--- config.mk ---
export PLATFORM = sky130hd
export DESIGN_NAME = packet_dest_demux
export DESIGN_NICKNAME = d
export VERILOG_FILES = /design/src/rtl/packet_dest_demux_pkg.sv /design/src/rtl/packet_dest_demux_queue.sv /design/src/rtl/packet_dest_demux.sv
export SDC_FILE = /design/constraint.sdc
export NUM_CORES = 1
export LEC_CHECK = 0
export CORE_MARGIN = 4
export CORE_UTILIZATION = 48
export CTS_CLUSTER_SIZE = 25
export DETAILED_ROUTE_END_ITERATION = 8
export GPL_ROUTABILITY_DRIVEN = 0
export HOLD_SLACK_MARGIN = 0.12
export PLACE_DENSITY = 0.73
export SLEW_MARGIN = 20
export SYNTH_ARGS = -nofsm -noshare
export SYNTH_HDL_FRONTEND = slang
export SYNTH_SLANG_ARGS = --single-unit
--- constraint.sdc ---
create_clock -name clk -period 2.5 [get_ports clk]
set_input_delay 0.375 -clock clk [delete_from_list [all_inputs] [get_ports clk]]
set_output_delay 0.375 -clock clk [all_outputs]
set_load 0.05 [all_outputs]
--- src/rtl/packet_dest_demux_pkg.sv ---
// Shared network definitions: port count, packet field widths and the packed packet type.
// Used by the destination demux and the arbiter.
package packet_dest_demux_pkg;

    localparam int NUM_OUT = 5;
    localparam int SRC_W   = 3;
    localparam int DST_W   = 3;
    localparam int ADDR_W  = 26;
    localparam int PTYPE_W = 2;
    localparam int PKT_W   = SRC_W + DST_W + ADDR_W + PTYPE_W;

    typedef struct packed {
        logic [SRC_W-1:0]   src;
        logic [DST_W-1:0]   dst;
        logic [ADDR_W-1:0]  addr_block;
        logic [PTYPE_W-1:0] p_type;
    } pkt_t;

    function automatic logic dst_is_valid(input logic [DST_W-1:0] dst, input int num_out);
        return int'(dst) < num_out;
    endfunction

endpackage

--- src/rtl/packet_dest_demux_queue.sv ---
// packet_queue: QDEPTH-entry valid/ready FIFO with registered occupancy.
// Enqueue is blocked when full even if a dequeue happens in the same cycle.
module packet_queue
    import packet_dest_demux_pkg::*;
#(
    parameter int QDEPTH = 2,
    parameter int DATA_W = PKT_W
) (
    input  logic              clk,
    input  logic              reset,
    input  logic              enq_valid,
    output logic              enq_ready,
    input  logic [DATA_W-1:0] enq_data,
    output logic              deq_valid,
    input  logic              deq_ready,
    output logic [DATA_W-1:0] deq_data
);

    localparam int PTR_W = (QDEPTH > 1) ? $clog2(QDEPTH) : 1;
    localparam int CNT_W = $clog2(QDEPTH + 1);
    localparam logic [PTR_W-1:0] PTR_LAST = PTR_W'(QDEPTH - 1);
    localparam logic [CNT_W-1:0] CNT_FULL = CNT_W'(QDEPTH);

    logic [DATA_W-1:0] mem [QDEPTH];
    logic [PTR_W-1:0]  wr_ptr;
    logic [PTR_W-1:0]  rd_ptr;
    logic [CNT_W-1:0]  count;
    logic              full;
    logic              empty;
    logic              push;
    logic              pop;

    // Pointers wrap explicitly so non-power-of-two depths work.
    function automatic logic [PTR_W-1:0] ptr_next(input logic [PTR_W-1:0] p);
        return (p == PTR_LAST) ? '0 : p + 1'b1;
    endfunction

    assign full      = (count == CNT_FULL);
    assign empty     = (count == '0);
    assign enq_ready = ~full;
    assign deq_valid = ~empty;
    assign push      = enq_valid & ~full;
    assign pop       = deq_ready & ~empty;
    assign deq_data  = mem[rd_ptr];

    always_ff @(posedge clk or negedge reset) begin
        if (!reset) begin
            wr_ptr <= '0;
            rd_ptr <= '0;
            count  <= '0;
        end else begin
            if (push) wr_ptr <= ptr_next(wr_ptr);
            if (pop)  rd_ptr <= ptr_next(rd_ptr);
            case ({push, pop})
                2'b10:   count <= count + 1'b1;
                2'b01:   count <= count - 1'b1;
                default: count <= count;
            endcase
        end
    end

    // Storage carries data only; validity comes from the reset pointers/count.
    always_ff @(posedge clk) begin
        if (push) mem[wr_ptr] <= enq_data;
    end

endmodule

--- src/rtl/packet_dest_demux.sv ---
// packet_dest_demux: steers each input packet to the queue selected by its dst field;
// packets with an out-of-range dst are accepted, discarded and counted.
module packet_dest_demux #(
    parameter int NUM_OUT = packet_dest_demux_pkg::NUM_OUT,
    parameter int QDEPTH  = 2,
    parameter int DROP_W  = 8
) (
    input  logic                                     clk,
    input  logic                                     reset,
    input  logic                                     io_in_valid,
    output logic                                     io_in_ready,
    input  logic [packet_dest_demux_pkg::SRC_W-1:0]   io_in_bits_header_src,
    input  logic [packet_dest_demux_pkg::DST_W-1:0]   io_in_bits_header_dst,
    input  logic [packet_dest_demux_pkg::ADDR_W-1:0]  io_in_bits_payload_addr_block,
    input  logic [packet_dest_demux_pkg::PTYPE_W-1:0] io_in_bits_payload_p_type,
    output logic                                     io_out_0_valid,
    input  logic                                     io_out_0_ready,
    output logic [packet_dest_demux_pkg::SRC_W-1:0]   io_out_0_bits_header_src,
    output logic [packet_dest_demux_pkg::DST_W-1:0]   io_out_0_bits_header_dst,
    output logic [packet_dest_demux_pkg::ADDR_W-1:0]  io_out_0_bits_payload_addr_block,
    output logic [packet_dest_demux_pkg::PTYPE_W-1:0] io_out_0_bits_payload_p_type,
    output logic                                     io_out_1_valid,
    input  logic                                     io_out_1_ready,
    output logic [packet_dest_demux_pkg::SRC_W-1:0]   io_out_1_bits_header_src,
    output logic [packet_dest_demux_pkg::DST_W-1:0]   io_out_1_bits_header_dst,
    output logic [packet_dest_demux_pkg::ADDR_W-1:0]  io_out_1_bits_payload_addr_block,
    output logic [packet_dest_demux_pkg::PTYPE_W-1:0] io_out_1_bits_payload_p_type,
    output logic                                     io_out_2_valid,
    input  logic                                     io_out_2_ready,
    output logic [packet_dest_demux_pkg::SRC_W-1:0]   io_out_2_bits_header_src,
    output logic [packet_dest_demux_pkg::DST_W-1:0]   io_out_2_bits_header_dst,
    output logic [packet_dest_demux_pkg::ADDR_W-1:0]  io_out_2_bits_payload_addr_block,
    output logic [packet_dest_demux_pkg::PTYPE_W-1:0] io_out_2_bits_payload_p_type,
    output logic                                     io_out_3_valid,
    input  logic                                     io_out_3_ready,
    output logic [packet_dest_demux_pkg::SRC_W-1:0]   io_out_3_bits_header_src,
    output logic [packet_dest_demux_pkg::DST_W-1:0]   io_out_3_bits_header_dst,
    output logic [packet_dest_demux_pkg::ADDR_W-1:0]  io_out_3_bits_payload_addr_block,
    output logic [packet_dest_demux_pkg::PTYPE_W-1:0] io_out_3_bits_payload_p_type,
    output logic                                     io_out_4_valid,
    input  logic                                     io_out_4_ready,
    output logic [packet_dest_demux_pkg::SRC_W-1:0]   io_out_4_bits_header_src,
    output logic [packet_dest_demux_pkg::DST_W-1:0]   io_out_4_bits_header_dst,
    output logic [packet_dest_demux_pkg::ADDR_W-1:0]  io_out_4_bits_payload_addr_block,
    output logic [packet_dest_demux_pkg::PTYPE_W-1:0] io_out_4_bits_payload_p_type,
    output logic                                     io_drop,
    output logic [DROP_W-1:0]                        io_drop_count
);

    import packet_dest_demux_pkg::*;

    // Five physical output ports exist; NUM_OUT selects how many are populated.
    localparam int MAX_OUT = 5;
    localparam int NUM_Q   = (NUM_OUT < MAX_OUT) ? NUM_OUT : MAX_OUT;

    pkt_t               in_pkt;
    logic               dst_ok;
    logic [MAX_OUT-1:0] enq_valid;
    logic [MAX_OUT-1:0] q_rdy;
    logic [MAX_OUT-1:0] out_valid;
    logic [MAX_OUT-1:0] out_ready;
    pkt_t               out_pkt [MAX_OUT];
    logic               drop_p0;
    logic               drop_vld_p1;
    logic [DROP_W-1:0]  drop_cnt_p1;

    function automatic logic [DROP_W-1:0] sat_inc(input logic [DROP_W-1:0] v);
        return (&v) ? v : v + 1'b1;
    endfunction

    assign in_pkt = '{src:        io_in_bits_header_src,
                      dst:        io_in_bits_header_dst,
                      addr_block: io_in_bits_payload_addr_block,
                      p_type:     io_in_bits_payload_p_type};

    assign dst_ok = dst_is_valid(io_in_bits_header_dst, NUM_Q);

    // Ready depends only on the addressed queue, never on downstream ready.
    always_comb begin
        io_in_ready = 1'b1;
        enq_valid   = '0;
        for (int k = 0; k < NUM_Q; k++) begin
            if (dst_ok && (int'(io_in_bits_header_dst) == k)) begin
                io_in_ready  = q_rdy[k];
                enq_valid[k] = io_in_valid;
            end
        end
    end

    assign out_ready = {io_out_4_ready, io_out_3_ready, io_out_2_ready,
                        io_out_1_ready, io_out_0_ready};

    for (genvar k = 0; k < MAX_OUT; k++) begin : g_out
        if (k < NUM_Q) begin : g_q
            packet_queue #(
                .QDEPTH (QDEPTH),
                .DATA_W (PKT_W)
            ) u_q (
                .clk       (clk),
                .reset     (reset),
                .enq_valid (enq_valid[k]),
                .enq_ready (q_rdy[k]),
                .enq_data  (in_pkt),
                .deq_valid (out_valid[k]),
                .deq_ready (out_ready[k]),
                .deq_data  (out_pkt[k])
            );
        end else begin : g_idle
            assign q_rdy[k]     = 1'b1;
            assign out_valid[k] = 1'b0;
            assign out_pkt[k]   = '0;
        end
    end

    // Drop stage: the pulse and count update land one cycle after acceptance.
    assign drop_p0 = io_in_valid & ~dst_ok;

    always_ff @(posedge clk or negedge reset) begin
        if (!reset) begin
            drop_vld_p1 <= 1'b0;
            drop_cnt_p1 <= '0;
        end else begin
            drop_vld_p1 <= drop_p0;
            if (drop_p0) drop_cnt_p1 <= sat_inc(drop_cnt_p1);
        end
    end

    assign io_drop       = drop_vld_p1;
    assign io_drop_count = drop_cnt_p1;

    assign io_out_0_valid                   = out_valid[0];
    assign io_out_0_bits_header_src         = out_pkt[0].src;
    assign io_out_0_bits_header_dst         = out_pkt[0].dst;
    assign io_out_0_bits_payload_addr_block = out_pkt[0].addr_block;
    assign io_out_0_bits_payload_p_type     = out_pkt[0].p_type;

    assign io_out_1_valid                   = out_valid[1];
    assign io_out_1_bits_header_src         = out_pkt[1].src;
    assign io_out_1_bits_header_dst         = out_pkt[1].dst;
    assign io_out_1_bits_payload_addr_block = out_pkt[1].addr_block;
    assign io_out_1_bits_payload_p_type     = out_pkt[1].p_type;

    assign io_out_2_valid                   = out_valid[2];
    assign io_out_2_bits_header_src         = out_pkt[2].src;
    assign io_out_2_bits_header_dst         = out_pkt[2].dst;
    assign io_out_2_bits_payload_addr_block = out_pkt[2].addr_block;
    assign io_out_2_bits_payload_p_type     = out_pkt[2].p_type;

    assign io_out_3_valid                   = out_valid[3];
    assign io_out_3_bits_header_src         = out_pkt[3].src;
    assign io_out_3_bits_header_dst         = out_pkt[3].dst;
    assign io_out_3_bits_payload_addr_block = out_pkt[3].addr_block;
    assign io_out_3_bits_payload_p_type     = out_pkt[3].p_type;

    assign io_out_4_valid                   = out_valid[4];
    assign io_out_4_bits_header_src         = out_pkt[4].src;
    assign io_out_4_bits_header_dst         = out_pkt[4].dst;
    assign io_out_4_bits_payload_addr_block = out_pkt[4].addr_block;
    assign io_out_4_bits_payload_p_type     = out_pkt[4].p_type;

endmodule

## Word-level counts from Yosys, hierarchy flattened

Memories as Yosys holds them, arrays and structs flattened.
Index checks and enable logic that the tools add are counted.

| cells by class | value |
|---|---|
| add/sub/neg operators | 21 |
| $mul | 0 |
| div/mod/pow operators | 0 |
| magnitude comparators | 1 |
| equal/unequal tests | 19 |
| shift-type cells | 0 |
| muxes and demuxes | 35 |
| bitwise gates (word level) | 23 |
| reductions and logical operators | 18 |

Operators with widths:

| cell | count |
|---|---|
| $mux 1 | 30 |
| $eq 2x2->1 const B | 10 |
| $pmux 2 s2 | 5 |
| $not 1->1 | 12 |
| $and 1x1->1 | 11 |
| $add 1x1->1 const B | 10 |
| $add 2x1->2 const B | 5 |
| $eq 2x1->1 const B | 5 |
| $logic_not 2->1 | 5 |
| $reduce_bool 2->1 | 5 |
| $sub 2x1->2 const B | 5 |
| $eq 3x3->1 const B | 3 |
| $add 8x1->8 const B | 1 |
| $reduce_and 8->1 | 1 |
| $logic_and 1x1->1 | 5 |
| $eq 3x2->1 const B | 1 |
| $logic_not 3->1 | 1 |
| $lt 3x3->1 const B | 1 |
| $reduce_and 2->1 | 1 |

| word-level totals | value |
|---|---|
| register bits | 29 |
| bits in latches | 0 |
| bits in writable memories | 340 |
| bits in read-only memories | 0 |
| output and inout bits | 185 |
| logic and storage cells | 139 |
| memories | 5 |

Memory list:

| name | depth | bits a word | rd ports | clocked after memory_dff | write ports | RTL line | RTL |
|---|---|---|---|---|---|---|---|
| g_out[0].g_q.u_q.mem | 2 | 34 | 1 | 0 | 1 | packet_dest_demux_queue.sv:24 | `logic [DATA_W-1:0] mem [QDEPTH];` |
| g_out[1].g_q.u_q.mem | 2 | 34 | 1 | 0 | 1 | packet_dest_demux_queue.sv:24 |  |
| g_out[2].g_q.u_q.mem | 2 | 34 | 1 | 0 | 1 | packet_dest_demux_queue.sv:24 |  |
| g_out[3].g_q.u_q.mem | 2 | 34 | 1 | 0 | 1 | packet_dest_demux_queue.sv:24 |  |
| g_out[4].g_q.u_q.mem | 2 | 34 | 1 | 0 | 1 | packet_dest_demux_queue.sv:24 |  |

## Depth between registers and ports, before layout

Gate-level depths: netlist (run 1).

| depth | value |
|---|---|
| word-level depth | 7 |
| gate-level depth with buffers | 6 |
| mapped depth without buffers | 6 |

## By module

From an unflattened synthesis (run 1), not the netlist that was laid out.

| second synthesis, totals | value |
|---|---|
| cells, all modules | 660 |
| area, all modules | 13873.3 µm² |

By module, submodules not included:

| module | times used | cells an instance | area each (µm²) |
|---|---|---|---|
| packet_queue | 5 | 123 | 2672.6 |
| packet_dest_demux | 1 | 45 | 510.5 |

## Least setup slack after synthesis (run 1)

No wires, ideal clock.

| timing | value |
|---|---|
| kind | in2reg |
| start point | input io_in_bits_header_dst[0] (netlist bit) |
| end point | memory g_out[4].g_q.u_q.mem[0][0] (netlist bit), enable pin |
| arrival time | 2.243 ns |
| data required time | 2.075 ns |
| path slack | -0.168 ns |
| stages | 3 |
| cells stage by stage | and2b_2 nand4b_1 nor2_1 |

| between the ends | value |
|---|---|
| word-level cells in the longest chain between the ends | 6 |

RTL lines:

| element | RTL line | RTL |
|---|---|---|
| start, declared | packet_dest_demux.sv:13 | `input logic [packet_dest_demux_pkg::DST_W-1:0] io_in_bits_header_dst,` |
| $lt 3x3->1 or $eq 3x3->1 (tied branches) | packet_dest_demux_pkg.sv:20, packet_dest_demux.sv:83 |  |
| $logic_and 1x1->1 (*) | packet_dest_demux.sv:83 | `if (dst_ok && (int'(io_in_bits_header_dst) == k)) begin` |
| $mux 1 (*) | packet_dest_demux.sv:83 |  |
| $and 1x1->1 (*) | packet_dest_demux_queue.sv:42 | `assign push = enq_valid & ~full;` |
| $mux 1 (*) | packet_dest_demux_queue.sv:64 | `if (push) mem[wr_ptr] <= enq_data;` |
| $mux 1 (implied by the code) (*) | packet_dest_demux_queue.sv:64 |  |
| end, declared | packet_dest_demux_queue.sv:24 |  |

Every way passes the cells marked *; elsewhere a longest branch is shown, timed or not.

## Worst setup path after layout (run 1)

| timing | value |
|---|---|
| start point | register g_out[3].g_q.u_q.rd_ptr |
| end point | output io_out_3_bits_header_dst[1] (netlist bit) |

| between the ends | value |
|---|---|
| word-level cells in the longest chain between the ends | 1 |

RTL lines:

| element | RTL line | RTL |
|---|---|---|
| start, declared | packet_dest_demux_queue.sv:26 | `logic [PTR_W-1:0] rd_ptr;` |
| start signal, assigned | packet_dest_demux_queue.sv:53 | `if (pop) rd_ptr <= ptr_next(rd_ptr);` |
| $mem_v2 2x34 | n/a |  |
| end, declared | packet_dest_demux.sv:37 | `output logic [packet_dest_demux_pkg::DST_W-1:0] io_out_3_bits_header_dst,` |

No other way between the ends.

==> flow_summary.toml, run 1 <==
[run_status]
status = "finished clean"

[floorplanning]
core_area_sq_um = 27900
start_util_pct = 49.0
ios = 227
dieArea_sq_um = 31300
die_w_microns = 177
fp.dieH_microns = 177
rows = 61

[worst_hold_path]
min_path_type = "in -> async"

[final_layout]
final_area_sq_um = 17600
insertedDiodeCount = 0
fin_cells = 1347
area_delta_synth_final_pct = 28.7
final_layout_size_suffix_gt1_share_pct = 39.8
fillers = 2066
fin_nets = 989

[yosys]
ys_seq_area_share_pct = 79.8
synthMostInstantiatedCell = "edfxtp_1"
synth_top_area_share_pct = 74.5
yosysTopAreaCell = "edfxtp_1"
syn-num-nets = 711
async_flop_share_pct = 7.86
synth_cell_types = 30
avgSynthCellArea_sq_um = 20.7
synth_edf_count = 340
synth_seq_cells = 369
netlist_top_cells_area = "edfxtp_1, mux2_2, dfrtp_1, xnor2_1, buf_2"
syn_area_sq_um = 13700
ys.warnings.count = 0
synth_cells = 663
synth_common_cells = "edfxtp_1, mux2_2, dfrtp_1, buf_2"
postSynth.topFlopCell = "edfxtp_1"

[cts]
post_cts_buffers = 0
path_clk_slew_ns = 0.06
cts_buffers = 37
htree_levels = 2
clock_latency_ns = 0.51
clockRootBuffer = "clkbuf_16"
cts_tree = "built"
cts_sinks = 369
cts_buffer_depth = 3

[sta]
period_share_pct = 96.3
rsz0062_at_grt = "no"
final-hold-violation-count = 0
finalSetupViolations = 0
fin_ws_ns = 0.0936
setup-tns-final_ns = 0
maxSlewViolCount = 0
max_slew_margin_pct = 63.9
hold-worst-slack_ns = 0.266
fmax_ghz = 0.416
finalCriticalPeriod_ns = 2.41
finClkSkew_ns = 0.0188
worstMarginPinSlew_ns = 0.543

[place]
placed_area_sq_um = 16500
dp_slack_ns = 0.0765
dp_cells = 1280
port_buffers = 226
hpwl_microns = 19600

[worst_setup_path]
crit_required_ns = 2.12
worstSetupEndpointType = "primary output"
cpPeakStageDelay_ns = 0.60
worstSetupPathType = "reg -> out"
path_max_fanout = 18
crit_path_top_delay_cell = "dfrtp_4"
crit_chain = "buf_6 -> mux2_2 -> buf_4"
critPathLaunchType = "flip-flop"
cp_data_arrival_time_ns = 2.03

[job]
cap_violations = 0

[pwr]
ir_worst_vdd_v = 0.000702
power_leakage_nw = 6.23
cellPowerDensity_nw_per_um2 = 1150

[global_routing]
grt_pass1_vias = 7420
grt.overflow.total = 0
antenna_found_initial = 0
grt_max_degree = 35
grt_pass1_wl_microns = 45800
grtUsageTotal_pct = 19.5

[drt]
drcViolationCount = 0
drt_iter0_drc = 490
drt_wl_total_microns = 30700
viasPerCell = 5.23
drtPass1Iterations = 4
routedWlPerCell_microns = 22.8
ant_nets = 0
via_count = 7042
==> path summary, 6_finish.rpt <==
check	start	endpoint	slack (ns)	cells after the start
worst max-delay path	g_out[3].g_q.u_q.rd_ptr	io_out_3_bits_header_dst[1]	0.09	3
worst min-delay path	reset	io_drop_count[0]	0.27	2
worst max register to register	g_out[4].g_q.u_q.count[0]	g_out[4].g_q.u_q.mem[0][28]	0.69	4
worst min register to register	g_out[1].g_q.u_q.count[1]	g_out[1].g_q.u_q.count[1]	0.50	1
max in group asynchronous	reset	g_out[3].g_q.u_q.rd_ptr	1.92	2
min in group clk	g_out[1].g_q.u_q.count[1]	g_out[1].g_q.u_q.count[1]	0.50	1
==> repair_timing <==
action / 4_1_cts / 5_1_grt
hold buffers: 0 / 0
setup endpoints to repair: 126 / 0
resized for setup: 81 / 0
==> area by class of cell <==
type / count / area (sq um) / share of cell area, %
clock buffer: 45 / 1010 / 5.72
clock inverter: 22 / 154 / 0.873
tap: 378 / 473 / 2.68
sequential: 369 / 11000 / 62.1
inverter: 5 / 18.8 / 0.106
timing repair buffer: 259 / 2310 / 13.1
multi-input combinational: 269 / 2720 / 15.4
==> logic make-up after synthesis <==
| group | synth area share, % |
|---|---|
| flops | 79.8 |
| mux | 14.5 |
| simple gates | 2.08 |
| xor+xnor | 1.79 |
| buf+inv | 0.868 |
| compound gates | 0.393 |
| fa+ha+maj | 0.548 |
==> power by group <==
part           switching [mW]  total [mW]  internal, mW
logic                    4.77        7.29          2.52
clock network            2.19        5.27          3.08
registers               0.585        7.79          7.20
total                    7.55        20.4          12.8
==> per-layer routing <==
metal  vias up  GRT usage (%)  share of wire [%]
met3        42           3.99                6.1
met4         0           4.90                1.9
met2       242           31.6                 49
met5         -              0                  0
met1      3630           27.4                 43
li1       3128              -                  -
==> critical path, delay by kind of cell (launching register included) <==
kind                   cells  cell delay [ns]
buffers and inverters      2             0.51
DFF                        1             0.60
muxes                      1             0.40
==> layout by cell type (no fill, tap or decap), types with 10 or more instances in the layout <==
master / synthesis / layout
xor2_1: 10 / 10
edfxtp_1: 340 / 340
buf_4: 0 / 118
clkinv_2: 0 / 11
clkbuf_16: 0 / 39
dfrtp_1: 29 / 24
dlygate4sd2_1: 0 / 74
xnor2_1: 18 / 18
mux2_2: 173 / 173
nor2_4: 0 / 10
buf_12: 0 / 10
clkdlybuf4s50_1: 0 / 55
==> metrics by stage <==
stage / total power [mW] / utilization [%]
6_report: 20.4 / 63.1
5_1_grt: 21.1 / 63.1
4_1_cts: 20.6 / 63.1
3_5_place_dp: 15.5 / 59.2
3_3_place_gp: 15.4 / 59.2
2_1_floorplan: 13.0 / -
==> registers in the layout, indices dropped and copies added (netlist names) <==
signal	cells
g_out.g_q.u_q.wr_ptr	5
g_out.g_q.u_q.rd_ptr	5
g_out.g_q.u_q.count	10
g_out.g_q.u_q.mem	340
io_drop	1
io_drop_count	8
Power figures use the tool's default switching activity.
==> run 2, diff against run 1 <==
SKIP_LAST_GASP = 1   (was unset)
==> results of run 2 <==
Final layout, timing and power as in run 1 (identical DEF).
